### config.mk
export PLATFORM = sky130hd
export DESIGN_NAME = sprite_copy_engine
export DESIGN_NICKNAME = d
export VERILOG_FILES = /design/src/rtl/sprite_copy_engine.sv
export SDC_FILE = /design/constraint.sdc
export NUM_CORES = 1
export LEC_CHECK = 0
export CORE_MARGIN = 1
export CORE_UTILIZATION = 52
export CTS_CLUSTER_SIZE = 12
export DETAILED_ROUTE_END_ITERATION = 6
export PLACE_DENSITY = 0.86
export SYNTH_ARGS = -nofsm -noshare
export SYNTH_HDL_FRONTEND = slang
export SYNTH_SLANG_ARGS = --single-unit
### constraint.sdc
create_clock -name clk -period 4 [get_ports clk]
set_input_delay 0.6 -clock clk [delete_from_list [all_inputs] [get_ports clk]]
set_output_delay 0.6 -clock clk [all_outputs]
set_load 0.05 [all_outputs]
### src/rtl/sprite_copy_engine.sv
// Sprite blitter: copies a sprite_w x sprite_h block from on-chip memory to frame-buffer
// write strobes, one pixel per cycle, clipped to the screen. Optional macro SPRITE_TRANSPARENCY_EN.
module sprite_copy_engine #(
  parameter int          SCREEN_W          = 640,
  parameter int          SCREEN_H          = 480,
  parameter logic [15:0] TRANSPARENT_COLOR = 16'h0000
) (
  input  logic        clk,
  input  logic        reset,
  input  logic        execute,
  output logic        done,
  input  logic [17:0] src_base,
  input  logic [9:0]  sprite_w,
  input  logic [9:0]  sprite_h,
  input  logic [9:0]  dest_x,
  input  logic [9:0]  dest_y,
  output logic [17:0] src_addr,
  input  logic [15:0] src_data,
  output logic [9:0]  program_x,
  output logic [9:0]  program_y,
  output logic [15:0] program_data,
  output logic        program_write
);

  localparam logic [10:0] LP_SCREEN_W = 11'(SCREEN_W);
  localparam logic [10:0] LP_SCREEN_H = 11'(SCREEN_H);
`ifdef SPRITE_TRANSPARENCY_EN
  localparam logic LP_TRANS_EN = 1'b1;
`else
  localparam logic LP_TRANS_EN = 1'b0;
`endif

  typedef enum logic [1:0] {S_IDLE, S_RUN, S_DRAIN, S_DONE} state_t;

  state_t      r_state;
  state_t      w_next;
  logic [9:0]  r_w, r_h, r_dx, r_dy;
  logic [9:0]  r_col, r_row;
  logic [17:0] r_src_addr;
  logic        r_vld_p1;
  logic [10:0] r_px_p1, r_py_p1;
  logic        w_zero, w_start, w_last, w_in_frame, w_key_hit;

  assign w_zero  = (sprite_w == 10'd0) || (sprite_h == 10'd0);
  assign w_start = (r_state == S_IDLE) && execute && !w_zero;
  assign w_last  = (r_col == r_w - 10'd1) && (r_row == r_h - 10'd1);

  always_ff @(posedge clk or posedge reset) begin
    if (reset) r_state <= S_IDLE;
    else       r_state <= w_next;
  end

  always_comb begin
    w_next = r_state;
    case (r_state)
      S_IDLE:  if (execute) w_next = w_zero ? S_DONE : S_RUN;
      S_RUN:   if (w_last) w_next = S_DRAIN;
      S_DRAIN: w_next = S_DONE;
      S_DONE:  if (!execute) w_next = S_IDLE;
      default: w_next = S_IDLE;
    endcase
  end

  always_comb begin
    done = (r_state == S_DONE);
  end

  // p0: address issue; src_addr steps by one since row*w+col is just the raster index
  always_ff @(posedge clk or posedge reset) begin
    if (reset) begin
      r_w        <= '0;
      r_h        <= '0;
      r_dx       <= '0;
      r_dy       <= '0;
      r_col      <= '0;
      r_row      <= '0;
      r_src_addr <= '0;
    end else if (w_start) begin
      r_w        <= sprite_w;
      r_h        <= sprite_h;
      r_dx       <= dest_x;
      r_dy       <= dest_y;
      r_col      <= '0;
      r_row      <= '0;
      r_src_addr <= src_base;
    end else if (r_state == S_RUN) begin
      if (w_last) begin
        r_col <= '0;
        r_row <= '0;
      end else begin
        r_src_addr <= r_src_addr + 18'd1;
        if (r_col == r_w - 10'd1) begin
          r_col <= '0;
          r_row <= r_row + 10'd1;
        end else begin
          r_col <= r_col + 10'd1;
        end
      end
    end
  end

  // p1: coordinates line up with src_data returned for the previous address
  always_ff @(posedge clk or posedge reset) begin
    if (reset) begin
      r_vld_p1 <= 1'b0;
      r_px_p1  <= '0;
      r_py_p1  <= '0;
    end else begin
      r_vld_p1 <= (r_state == S_RUN);
      if (r_state == S_RUN) begin
        r_px_p1 <= {1'b0, r_dx} + {1'b0, r_col};
        r_py_p1 <= {1'b0, r_dy} + {1'b0, r_row};
      end
    end
  end

  assign w_in_frame = (r_px_p1 < LP_SCREEN_W) && (r_py_p1 < LP_SCREEN_H);
  assign w_key_hit  = LP_TRANS_EN && (src_data == TRANSPARENT_COLOR);

  assign src_addr      = r_src_addr;
  assign program_x     = r_px_p1[9:0];
  assign program_y     = r_py_p1[9:0];
  assign program_data  = r_vld_p1 ? src_data : 16'h0000;
  assign program_write = r_vld_p1 && w_in_frame && !w_key_hit;

endmodule

==> results of run 1 <==
==> cell families (layout without fill, tap and decap cells) <==
family / after synthesis / count (layout) / synth area share
buffers and inverters: 87 / 194 / 0.06417
AO/OA/AOI/OAI: 145 / 145 / 0.1456
adder cells (fa/ha/maj): 32 / 32 / 0.06437
multiplexers: 18 / 18 / 0.03121
flip-flops: 103 / 103 / 0.3994
AND/OR/NAND/NOR: 305 / 305 / 0.2348
XOR/XNOR: 43 / 43 / 0.06049
==> cells in the mapped netlist (4+ instances only) <==
cell         n  area share
nor2_1      25       0.015
dfrtp_1    103        0.40
buf_4       20       0.023
or3_1       10      0.0097
inv_1       36       0.021
buf_2        4      0.0031
nor3_1      22       0.017
xnor2_1     22       0.030
nor2b_1      7      0.0068
nand4_1      8      0.0078
o31ai_1      5      0.0058
a31oi_1     11       0.011
nand3_1     15       0.012
o2bb2ai_1    4      0.0054
or4_1        5      0.0058
nand2_1    142       0.083
and3_1      19       0.018
o211ai_1     7      0.0081
clkbuf_1    22       0.013
ha_1        30       0.058
nor4_1       6      0.0058
xor2_1      20       0.027
and2_1      20       0.019
o21ai_1     10      0.0078
nor3b_1      4      0.0047
o21ai_0     52       0.040
a21o_1       7      0.0081
mux2i_1      4      0.0062
a21oi_1     18       0.014
mux2_2      13       0.023
nand3b_1     5      0.0058
==> worst max-delay path: stages, from the launching register on <==
cell and delay (ns):
dfrtp_1 0.41, inv_1 0.08, ha_1 0.28, or4b_4 0.51, and4bb_1 0.28, a211oi_1 0.06, a2111o_1 0.46, or4b_1 0.73
buf_4 0.26, a221oi_4 0.28, o211ai_1 0.14, o21ai_1 0.09
==> sequential cells by signal, summed over array words and instances (netlist names) <==
name and cells:
r_h 10, r_state 2, r_w 10, r_row 10, r_dx 10, r_px_p1 11
r_vld_p1 1, src_addr 18, r_dy 10, r_py_p1 11, r_col 10
==> area by class of cell <==
cell class	count	area, sq um
clock buffer	11	242.7
clock inverter	5	33.78
fill	959	3974
inverter	37	141.4
multi-input combinational	543	3468
sequential	103	2577
tap	168	210.2
timing repair buffer	141	1414
==> per-stage QoR <==
stage	worst slack (ns)	cell area, sq um	hold slack (ns)
after global placement	0.4865	7811	0.4640
after CTS	0.3644	8088	0.4869
final	0.3403	8088	0.4828
after global routing	0.1609	8088	0.5111
after floorplan	0.6962	6454	0.4523
after detailed placement	0.4203	7811	0.4713
==> power by group through the flow <==
stage / registers [mW] / clock network [mW] / logic [mW]
final: 1.93 / 0.827 / 3.43
after global placement: 1.92 / 0 / 3.31
after floorplan: 2.07 / 0 / 2.38
after CTS: 1.92 / 0.836 / 3.43
after global routing: 2.00 / 0.881 / 3.73
after detailed placement: 1.93 / 0 / 3.40
==> worst max-delay path by stage <==
stage,depth (start not counted),to,slack [ns],startpoint
after floorplan,1,r_col[0],0.70,reset
after global placement,11,r_state[1],0.49,r_w[0]
after global routing,11,r_state[1],0.16,r_w[0]
after detailed placement,11,r_state[1],0.42,r_w[0]
final,11,r_state[1],0.34,r_w[0]
after CTS,11,r_state[1],0.36,r_w[0]
==> layout by cell type, fill, tap and decap left out, types with 11 or more instances in the layout <==
cell type | Yosys | layout
a21oi_1 | 18 | 18
a31oi_1 | 11 | 11
and2_1 | 20 | 20
and3_1 | 19 | 18
clkdlybuf4s50_1 | 0 | 132
dfrtp_1 | 103 | 103
ha_1 | 30 | 30
inv_1 | 36 | 35
mux2_2 | 13 | 13
nand2_1 | 142 | 142
nand3_1 | 15 | 14
nor2_1 | 25 | 25
nor3_1 | 22 | 22
o21ai_0 | 52 | 52
xnor2_1 | 22 | 22
xor2_1 | 20 | 20
==> routing by layer <==
metal,part of all wire,up-vias
li1,-,2752
met1,0.46,2743
met2,0.45,213
met3,0.064,29
met4,0.025,0
met5,0,-
==> results.ini, run 1 <==
[final_layout]
insertedDiodeCount=0
drive_gt1_frac=0.05952
area_delta_synth_final_pct=25.32
final_util=0.6705
final_nets=944
fin_cells=1008

[global_routing]
grt_use_total=0.2541
grt_pass1_wl_um=26180
grt_pass1_vias=5532
grt_busiest_layer=met2
grtUsageMet3=0.03188
grt-ovfl-total=0
grtUsageMet2=0.4057
met1_usage=0.3490
grt_max_degree=59
antenna_found_initial=0

[power_and_ir_drop]
p_sw_mw=2.928
power_density_nw_per_um2=765.1
power_mw=6.188
swShare=0.4731
seq_power_share=0.312
peakVddDrop_mv=0.5930
comb_power_share=0.554
power_frac_clock=0.134
p_int_mw=3.260
power_leakage_nw=3.523

[sta]
worstMarginPinSlew_ns=0.7783
fin_crit_sh=0.9149
fin_worst_skew_ns=0.006541
max_slew_margin=0.4763
finalCriticalPeriod_ns=3.660
rsz0062_at_grt=no
hold_viol=0
tns_ns=0
fmax_mhz=273.2
slew_violations=0
finalSetupViolCount=0

[detailed_routing]
wl_per_cell_um=15.33
via_per_inst=5.691
drc=0
wl_um=15450
ant_nets=0
vias=5737
firstDrtPassIters=4
drt_iter0_drc=350

[critical_path]
ff2ff_path_depth=11
cp_max_fo=9
arrival_ns=3.94
critPathRequiredTime_ns=4.28
endpoint_kind=register
r2r_start=r_w[0]
crit_type=reg -> reg
start_kind=register
worst_r2r_endpoint=r_state[1]
rrSetupSlack_ns=0.34

[min_path]
whs_endpoint=r_px_p1[4]
hold_path_depth=1
hold_class=reg -> reg
min_from=r_px_p1[4]

[yosys]
syn_inst=733
postSynthAreaPerCell_sq_um=8.804
synth-seq-cells=103
synthFlopType=dfrtp_1
synth_fp_nets=842
synth_area_sq_um=6454
ys_types=67
yosys_warnings=0
async_flop_share=1.000
yosysSeqAreaShare=0.3994
synth_edf_count=0

[placed_design]
hpwl_um=11090
numPortBuffers=132
gp_congestion=0.9341
dp.cells=992

[floorplanning]
fp.dieArea_sq_um=12860
dieHeight_um=113.4
start_util=0.5351
rows=40
core_sq_um=12060
fp.dieW_um=113.4
ios=133

[clock_network]
cts-resized-gates=0
cts-root-buf=clkbuf_16
post_cts_buffers=0
clkTransAtPathRegs_ns=0.07
cts_sinks=103
clock_latency_ns=0.35
h-tree-depth=3
cts.hold.buffers_added=0
numCtsBuffers=9
clockBufferDepth=2
cts_tree=yes

[run]
drv_cap=0

[run_status]
status=completed

No activity file was read; power rests on OpenSTA's default activity.
==> run 2: changes to the inputs <==
CTS_CLUSTER_SIZE = 25   (was 12)
SKIP_LAST_GASP = 1   (was not set)
==> results of run 2 <==
The final DEF is identical to that of run 1; final timing and power are the same.
